### config.mk
export PLATFORM = sky130hd
export DESIGN_NAME = reg_read_arbiter
export DESIGN_NICKNAME = d
export VERILOG_FILES = /design/src/rtl/reg_read_arbiter.sv
export SDC_FILE = /design/constraint.sdc
export NUM_CORES = 1
export LEC_CHECK = 0
export BUFFER_PORTS_ARGS = -buffer_cell sky130_fd_sc_hd__buf_2
export CAP_MARGIN = 0
export CORE_ASPECT_RATIO = 1.5
export CORE_MARGIN = 3
export CORE_UTILIZATION = 49
export DETAILED_ROUTE_END_ITERATION = 10
export PLACE_DENSITY = 0.89
export SLEW_MARGIN = 20
export SYNTH_ARGS = -nofsm -noshare
export SYNTH_HDL_FRONTEND = slang
export SYNTH_SLANG_ARGS = --single-unit
### constraint.sdc
create_clock -name clk -period 3.9 [get_ports clk]
set_clock_uncertainty 0.05 [all_clocks]
set_input_delay 0.78 -clock clk [delete_from_list [all_inputs] [get_ports clk]]
set_output_delay 0.78 -clock clk [all_outputs]
set_load 0.01 [all_outputs]
### src/rtl/reg_read_arbiter.sv
// reg_read_arbiter: four requesters share one register-file read port.
// One grant per cycle; the granted requester's address drives Addr, and the
// returned Data is captured into rd_data with a one-cycle rd_valid pulse.
// Build option: define ARB_ROUND_ROBIN_EN for round-robin arbitration;
// left undefined, requester 0 has fixed highest priority.
module reg_read_arbiter #(
    parameter int DATA_W = 32,
    parameter int ADDR_W = 3
) (
    input  logic                  clk,
    input  logic                  reset,
    input  logic [3:0]            rd_req,
    input  logic [4*ADDR_W-1:0]   rd_addr,
    output logic [3:0]            rd_gnt,
    output logic [3:0]            rd_valid,
    output logic [DATA_W-1:0]     rd_data,
    output logic [15:0]           grant_cnt,
    output logic [ADDR_W-1:0]     Addr,
    input  logic [DATA_W-1:0]     Data
);

    logic [3:0]        search_s;
    logic [1:0]        base_s;
    logic [1:0]        off_s;
    logic              hit_s;
    logic              gnt_any_s;
    logic [1:0]        gnt_idx_s;

    logic [3:0]        rd_valid_q, rd_valid_d;
    logic [DATA_W-1:0] rd_data_q,  rd_data_d;
    logic [15:0]       grant_cnt_q, grant_cnt_d;

`ifdef ARB_ROUND_ROBIN_EN
    logic [1:0]        ptr_q, ptr_d;
    logic [7:0]        dbl_req_s;

    // Doubled request vector so a rotation by ptr is a plain part-select.
    assign dbl_req_s = {rd_req, rd_req};
`endif

    // Pick the winning requester: rotate requests so the search always starts
    // at bit 0, find the first set bit, then un-rotate by adding the base.
    always_comb begin
        search_s = rd_req;
        base_s   = 2'd0;
`ifdef ARB_ROUND_ROBIN_EN
        search_s = dbl_req_s[ptr_q +: 4];
        base_s   = ptr_q;
`endif
        hit_s = 1'b0;
        off_s = 2'd0;
        casez (search_s)
            4'b???1: begin hit_s = 1'b1; off_s = 2'd0; end
            4'b??10: begin hit_s = 1'b1; off_s = 2'd1; end
            4'b?100: begin hit_s = 1'b1; off_s = 2'd2; end
            4'b1000: begin hit_s = 1'b1; off_s = 2'd3; end
            default: begin hit_s = 1'b0; off_s = 2'd0; end
        endcase
        gnt_any_s = hit_s & ~reset;
        gnt_idx_s = base_s + off_s;
    end

    // Combinational grant and read-port address; both forced to 0 without a grant.
    always_comb begin
        rd_gnt = gnt_any_s ? (4'b0001 << gnt_idx_s) : 4'b0000;
        Addr   = gnt_any_s ? rd_addr[gnt_idx_s*ADDR_W +: ADDR_W] : {ADDR_W{1'b0}};
    end

    // Next-state: capture read data on a grant, saturate the grant counter.
    always_comb begin
        rd_valid_d  = rd_gnt;
        rd_data_d   = gnt_any_s ? Data : rd_data_q;
        grant_cnt_d = (gnt_any_s && (grant_cnt_q != 16'hFFFF)) ? (grant_cnt_q + 16'd1)
                                                                : grant_cnt_q;
`ifdef ARB_ROUND_ROBIN_EN
        ptr_d       = gnt_any_s ? (gnt_idx_s + 2'd1) : ptr_q;
`endif
    end

    // State registers with synchronous reset; reset also drops any pending pulse.
    always_ff @(posedge clk) begin
        if (reset) begin
            rd_valid_q  <= 4'b0000;
            rd_data_q   <= {DATA_W{1'b0}};
            grant_cnt_q <= 16'd0;
`ifdef ARB_ROUND_ROBIN_EN
            ptr_q       <= 2'd0;
`endif
        end else begin
            rd_valid_q  <= rd_valid_d;
            rd_data_q   <= rd_data_d;
            grant_cnt_q <= grant_cnt_d;
`ifdef ARB_ROUND_ROBIN_EN
            ptr_q       <= ptr_d;
`endif
        end
    end

    assign rd_valid  = rd_valid_q;
    assign rd_data   = rd_data_q;
    assign grant_cnt = grant_cnt_q;

endmodule

==> summary.md, run 1 <==
| Metric | Value |
|---|---|
| Post-synthesis cell type count | `39` |
| Layout Cells excl Fill | `410` |
| DP Wirelength | `4320 um` |
| CP Capture Type | `output port` |
| FF-to-FF Start | `grant_cnt[0]$_SDFFE_PP0P_` |
| Top post-synthesis cells by area | `dfxtp_1 (47%), nand2_1 (12%), a21oi_1 (7.3%), xor2_1 (3.6%), nor2_1 (3.2%)` |
| Flops & latches, synth | `52` |
| Starting DRT DRC Count | `97` |
| Slew @ Worst Pin | `0.823 ns` |
| Die height | `88.0 um` |
| Total number of vias | `2207` |
| Core area | `4280 sq um` |
| Cell taking the most area after synthesis | `dfxtp_1` |
| Initial Util | `51.3%` |
| Nets | `414` |
| Final WL | `5650 um` |
| ANT cells | `0` |
| Die Area | `5340 sq um` |
| Site row count | `29` |
| Sequential area share after synthesis | `47.4%` |
| TritonRoute pass-1 iters | `4` |
| List of most frequent post-synthesis cells | `nand2_1 (69), dfxtp_1 (52), a21oi_1 (32), nor2_1 (19)` |
| Most numerous cell in the Yosys netlist | `nand2_1` |
| Crit Path Class | `in -> out` |
| Number of enable flip-flop cells after synthesis | `0` |
| Final Cycle Share | `77.8%` |
| Filler cells | `386` |
| Wire per inst | `13.8 um` |
| Overall Power | `1.02 mW` |
| CP startpoint | `rd_req[1]` |
| Worst setup margin | `0.865 ns` |
| Largest net degree at the start of global routing | `35` |
| Synth Instances | `260` |
| Setup slack at placement | `0.883 ns` |
| Peak VDD IR | `206 uV` |
| Launch point of the worst hold path | `rd_data[0]$_SDFFE_PP0P_` |
| Overflow after GRT | `0` |
| Vias in the first global route | `2113` |
| Syn Area/Cell | `8.46 sq um` |
| Yosys top cell area share | `47.4%` |
| Max frequency | `329 MHz` |
| I/O Buffers | `108` |
| Die width | `60.7 um` |
| RSZ-0062 raised after global routing | `false` |
| Resized Gates After CTS | `0` |
| Cts hold-fix bufs | `0` |
| YS warnings | `0` |
| Global-route wire length before repair | `8800 um` |
| Mapped Area | `2200 sq um` |
| Design Area, Final | `2850 sq um` |
| Arrival time at the worst endpoint | `2.21 ns` |
| Endpoints failing hold | `0` |
| Worst setup SP type | `input port` |
| Clock sinks | `52` |
| Power Density | `356 nW/um^2` |
| Ports | `109` |
| Post-route antenna net violation count | `0` |
| Share of cells above drive strength 1 | `34.9%` |
| H-tree Lvls | `2` |
| Crit path time final | `3.04 ns` |
| Worst-Skew Late Latency | `0.29 ns` |
| Post-layout util | `66.6%` |
| Max_slew headroom | `44.4%` |
| Vias per cell | `5.38` |
| Multi-input gate area | `1100 sq um` |
| Max Fanout on Critical Path | `12` |
| CTS tree | `built` |
| Max-slew violations | `0` |
| Worst endpoint required time | `3.07 ns` |
| GRT Total Usage | `21.2%` |
| Synth Flop Type | `dfxtp_1` |
| Initial antenna violation count | `0` |
| Ys async rst share | `0%` |
| Max_cap viols | `0` |
| Final Setup Violations | `0` |
| Num CTS Buffers | `5` |
| Placed Area | `2760 sq um` |
| Hold_ws | `0.403 ns` |
| FF+latch area | `1040 sq um` |
| Postcts setup bufs | `0` |
| Area Overhead vs Synth | `29.7%` |
| Setup TNS | `0 ns` |
| Residual DRC | `0` |
| Outcome | `finished, final reports clean` |
| Routability Congestion | `0.848` |
| Post-Syn Nets | `311` |
| DP Cell Count | `402` |
| Worst Hold Class | `reg -> reg` |
| Clock-pin slew on the worst setup and hold paths | `0.09 ns` |
| Root Buffer | `clkbuf_8` |
| Leakage power | `1.36 nW` |
| Max clock buf depth | `2` |
-- layer usage --
layer / GRT usage, % / share of wire, % / vias up
met3: 4.87 / 5.2 / 12
met5: 0 / 0 / -
met1: 21.0 / 36 / 1028
li1: - / - / 1086
met2: 39.7 / 56 / 81
met4: 10.1 / 2.3 / 0
-- worst max-delay path, cell delays in order --
cell and delay (ns):
buf_2 0.17, nor4b_1 0.75, a221oi_1 0.23, nor2_1 0.13, buf_2 0.14
-- where the power goes --
group          internal (mW)  leakage (nW)  switching [mW]
clock network          0.144        0.0445           0.165
registers              0.556         0.429          0.0149
logic                 0.0604         0.885          0.0745
total                  0.761          1.36           0.254
-- final cells by class --
class,instances,area share [%]
clock buffers,7,3.03
clock inverters,1,0.263
multi-input cells,193,38.4
flip-flops and latches,52,36.5
well taps,46,2.02
repair buffers,111,19.7
-- cells by family after synthesis --
kind of cell             synth area share, %
AND/OR/NAND/NOR                         28.4
AO/OA/AOI/OAI                           15.3
flip-flops                              47.4
buffers and inverters                   2.79
XOR/XNOR                                5.18
multiplexers                           0.455
adder cells (fa/ha/maj)                0.569
-- final timing paths --
path,slack [ns],endpoint,cells after the start
worst max register to register,2.05,grant_cnt[14]$_SDFFE_PP0P_,6
worst min-delay path,0.40,rd_data[0]$_SDFFE_PP0P_,2
worst min register to register,0.40,rd_data[0]$_SDFFE_PP0P_,2
worst max-delay path,0.86,Addr[0],5
-- sequential cells by signal (all words and copies together) (netlist names) --
signal     flops
grant_cnt     16
rd_data       32
rd_valid       4
-- layout by cell type (no fill, tap or decap), drive strengths merged --
cell,Yosys,final
nand2,69,69
and2,3,3
a21oi,33,33
a22oi,3,3
a221oi,3,3
clkbuf,9,7
o2111ai,4,4
xnor2,4,4
xor2,9,9
nor4,3,3
nand4,2,2
or2,2,2
o21ai,3,3
nor2,20,20
a2111oi,1,1
or4,1,1
nor3b,2,2
and3,3,3
nand2b,3,3
buf,6,111
nand3,6,6
nor2b,6,6
dfxtp,52,52
o211ai,1,1
nor4b,3,3
nor3,2,2
a211oi,2,2
a311oi,1,1
and3b,1,1
mux2i,1,1
clkinvlp,0,1
a41oi,1,1
ha,1,1
No activity file was read; power rests on OpenSTA's default activity.
==> inputs of run 2 (changes only) <==
Settings changed: CORE_UTILIZATION 49 to 45, PLACE_DENSITY 0.89 to 0.83.
Clock period 3.9 ns to 3.2 ns, I/O delays scaled along.
==> run 2 against run 1 <==
- sequential power rose by 22%
- non-clock buffer count did not move
- worst hold slack got worse by 0.0022 ns
- count of clock-buffer cells in the layout did not move
- sequential share of layout area fell by 0.29 points
- first-iteration DRC count rose by 2.1%
- final cell count rose by 4.4%
- register-to-register slack got worse by 0.67 ns
- die area rose by 8.1%
- core utilization fell by 4.3 points
- critical path depth did not move
==> summary.md, run 2 (same netlist as run 1, synthesis figures left out) <==
| Metric | Value |
|---|---|
| Outcome | `finished, final reports clean` |
| Max FFs per register | `32 (unchanged)` |
| Arrival time at the worst endpoint | `1.95 ns (-0.26 ns)` |
| ANT cells | `0 (unchanged)` |
| Max frequency | `379 MHz` |
| Crit path time final | `2.64 ns` |
| Initial antenna violation count | `0 (unchanged)` |
| RSZ-0062 raised after global routing | `false` |
| Wire per inst | `12.6 um (-8.5%)` |
| Endpoints failing hold | `0 (unchanged)` |
| Leakage power | `1.36 nW (unchanged)` |
| Largest net degree at the start of global routing | `37 (+5.7%)` |
| Worst Hold Class | `reg -> reg` |
| CTS tree | `built` |
| Worst setup margin | `0.564 ns (-0.301 ns)` |
| Vias in the first global route | `2051 (-2.9%)` |
| Core area | `4620 sq um (+7.8%)` |
| Max_cap viols | `0 (unchanged)` |
| Total number of vias | `2170 (-1.7%)` |
| Cts hold-fix bufs | `0 (unchanged)` |
| DP Wirelength | `4030 um (-6.6%)` |
| Routability Congestion | `0.771 (-9.2%)` |
| Ports | `109 (unchanged)` |
| Filler cells | `436 (+13%)` |
| GRT Total Usage | `18.7% (-2.5 points)` |
| Residual DRC | `0 (unchanged)` |
| Die width | `63.1 um (+3.9%)` |
| Vias per cell | `5.07 (-5.8%)` |
| Max clock buf depth | `2 (unchanged)` |
| Nets | `414 (unchanged)` |
| Overflow after GRT | `0 (unchanged)` |
| Overall Power | `1.24 mW (+22%)` |
| Initial Util | `47.6% (-3.7 points)` |
| Final WL | `5400 um (-4.4%)` |
| R2R Path End | `grant_cnt[14]$_SDFFE_PP0P_` |
| Max-slew violations | `0 (unchanged)` |
| Slew @ Worst Pin | `0.734 ns (-0.0885 ns)` |
| Final Cycle Share | `82.4%` |
| Root Buffer | `clkbuf_8` |
| Worst-Skew Late Latency | `0.30 ns (about the same)` |
| Site row count | `30 (+3.4%)` |
| Postcts setup bufs | `0 (unchanged)` |
| Worst setup SP type | `input port` |
| Share of cells above drive strength 1 | `34.9% (unchanged)` |
| Max_slew headroom | `50.7% (+6.3 points)` |
| Slowest CP cell | `nor4b_1` |
| Max Fanout on Critical Path | `12 (unchanged)` |
| Resized Gates After CTS | `0 (unchanged)` |
| Worst endpoint required time | `2.51 ns (-0.56 ns)` |
| Die Area | `5780 sq um (+8.1%)` |
| Power Density | `430 nW/um^2 (+21%)` |
| Hold_ws | `0.400 ns (-0.00216 ns)` |
| Die height | `91.6 um (+4.0%)` |
| H-tree Lvls | `2 (unchanged)` |
| Reg2reg setup slack | `1.38 ns (-0.67 ns)` |
| Most common cell type on the critical path | `buf_2` |
| CP startpoint | `rd_req[1]` |
| Starting DRT DRC Count | `99 (+2.1%)` |
| TritonRoute pass-1 iters | `4 (unchanged)` |
| FF-to-FF path depth | `6 (unchanged)` |
| Design Area, Final | `2870 sq um (+0.79%)` |
| CP bufs+invs | `2 (unchanged)` |
| CP peak stage delay | `0.67 ns (-0.08 ns)` |
| Final Setup Violations | `0 (unchanged)` |
| Clock sinks | `52 (unchanged)` |
| Commonest non-fill, non-tap cell in the layout | `buf_2` |
| Clock-pin slew on the worst setup and hold paths | `0.08 ns (about the same)` |
| CP Capture Type | `output port` |
| Num CTS Buffers | `5 (unchanged)` |
| Critical-path cell list | `buf_2, nor4b_1, a221oi_1, nor2_1, buf_2` |
| FF-to-FF Start | `grant_cnt[0]$_SDFFE_PP0P_` |
| Placed Area | `2780 sq um (+0.82%)` |
| Global-route wire length before repair | `8860 um (+0.62%)` |
| Setup slack at placement | `0.576 ns (-0.307 ns)` |
| Area Overhead vs Synth | `30.7%` |
| Setup TNS | `0 ns (unchanged)` |
| Most frequent cells in the layout | `buf_2 (108), nand2_1 (69), dfxtp_1 (52)` |
| Worst setup path end | `Addr[0]` |
| Post-route antenna net violation count | `0 (unchanged)` |
| Cell family with most CP delay | `simple AND/OR/NAND/NOR gates` |
| Peak VDD IR | `262 uV (+27%)` |
| Critical Path Stages | `5 (unchanged)` |
| Crit Path Class | `in -> out` |
| I/O Buffers | `108 (unchanged)` |
==> run 2: final cells by class <==
cell class / count / area, sq um / area share, %
Timing Repair Buffer: 111 / 563 / 19.6
Multi-Input combinational cell: 193 / 1100 / 38.1
Tap cell: 64 / 80.1 / 2.79
Sequential cell: 52 / 1040 / 36.2
Clock inverter: 1 / 7.51 / 0.261
Clock buffer: 7 / 86.3 / 3.00
==> run 2: worst min path at each step <==
stage | start | to | slack, ns | cells after the start
final | rd_data[6]$_SDFFE_PP0P_ | rd_data[6]$_SDFFE_PP0P_ | 0.40 | 2
after global placement | rd_data[12]$_SDFFE_PP0P_ | rd_data[12]$_SDFFE_PP0P_ | 0.38 | 2
after floorplan | rd_data[0]$_SDFFE_PP0P_ | rd_data[0]$_SDFFE_PP0P_ | 0.43 | 2
after detailed placement | rd_data[6]$_SDFFE_PP0P_ | rd_data[6]$_SDFFE_PP0P_ | 0.39 | 2
after global routing | rd_data[6]$_SDFFE_PP0P_ | rd_data[6]$_SDFFE_PP0P_ | 0.42 | 2
after CTS | rd_data[6]$_SDFFE_PP0P_ | rd_data[6]$_SDFFE_PP0P_ | 0.40 | 2
==> run 2: through the flow <==
stage / instances / util (%)
4_1_cts: 428 / 62.2
3_3_place_gp: 420 / 60.2
5_1_grt: 428 / 62.2
6_report: 428 / 62.2
2_1_floorplan: 260 / -
3_5_place_dp: 420 / 60.2
==> run 2: per-layer routing <==
metal	part of all wire (%)	up-vias	GRT usage [%]
li1	-	1088	-
met1	40	998	19.2
met4	1.9	0	7.37
met3	6.4	8	4.33
met2	52	76	35.3
met5	0	-	0
==> run 2: worst reg2reg max path: cells and delay by family, from the launching register on <==
family	cells	cell delay [ns]
flip-flops	1	0.41
AO/OA/AOI/OAI	1	0.24
XOR/XNOR	1	0.18
AND/OR/NAND/NOR	3	0.59
adder cells (fa/ha/maj)	1	0.25
==> run 2: report_power, final <==
part | switching, mW | internal [mW] | total [mW]
logic | 0.0880 | 0.0734 | 0.161
clock network | 0.202 | 0.176 | 0.378
registers | 0.0181 | 0.678 | 0.696
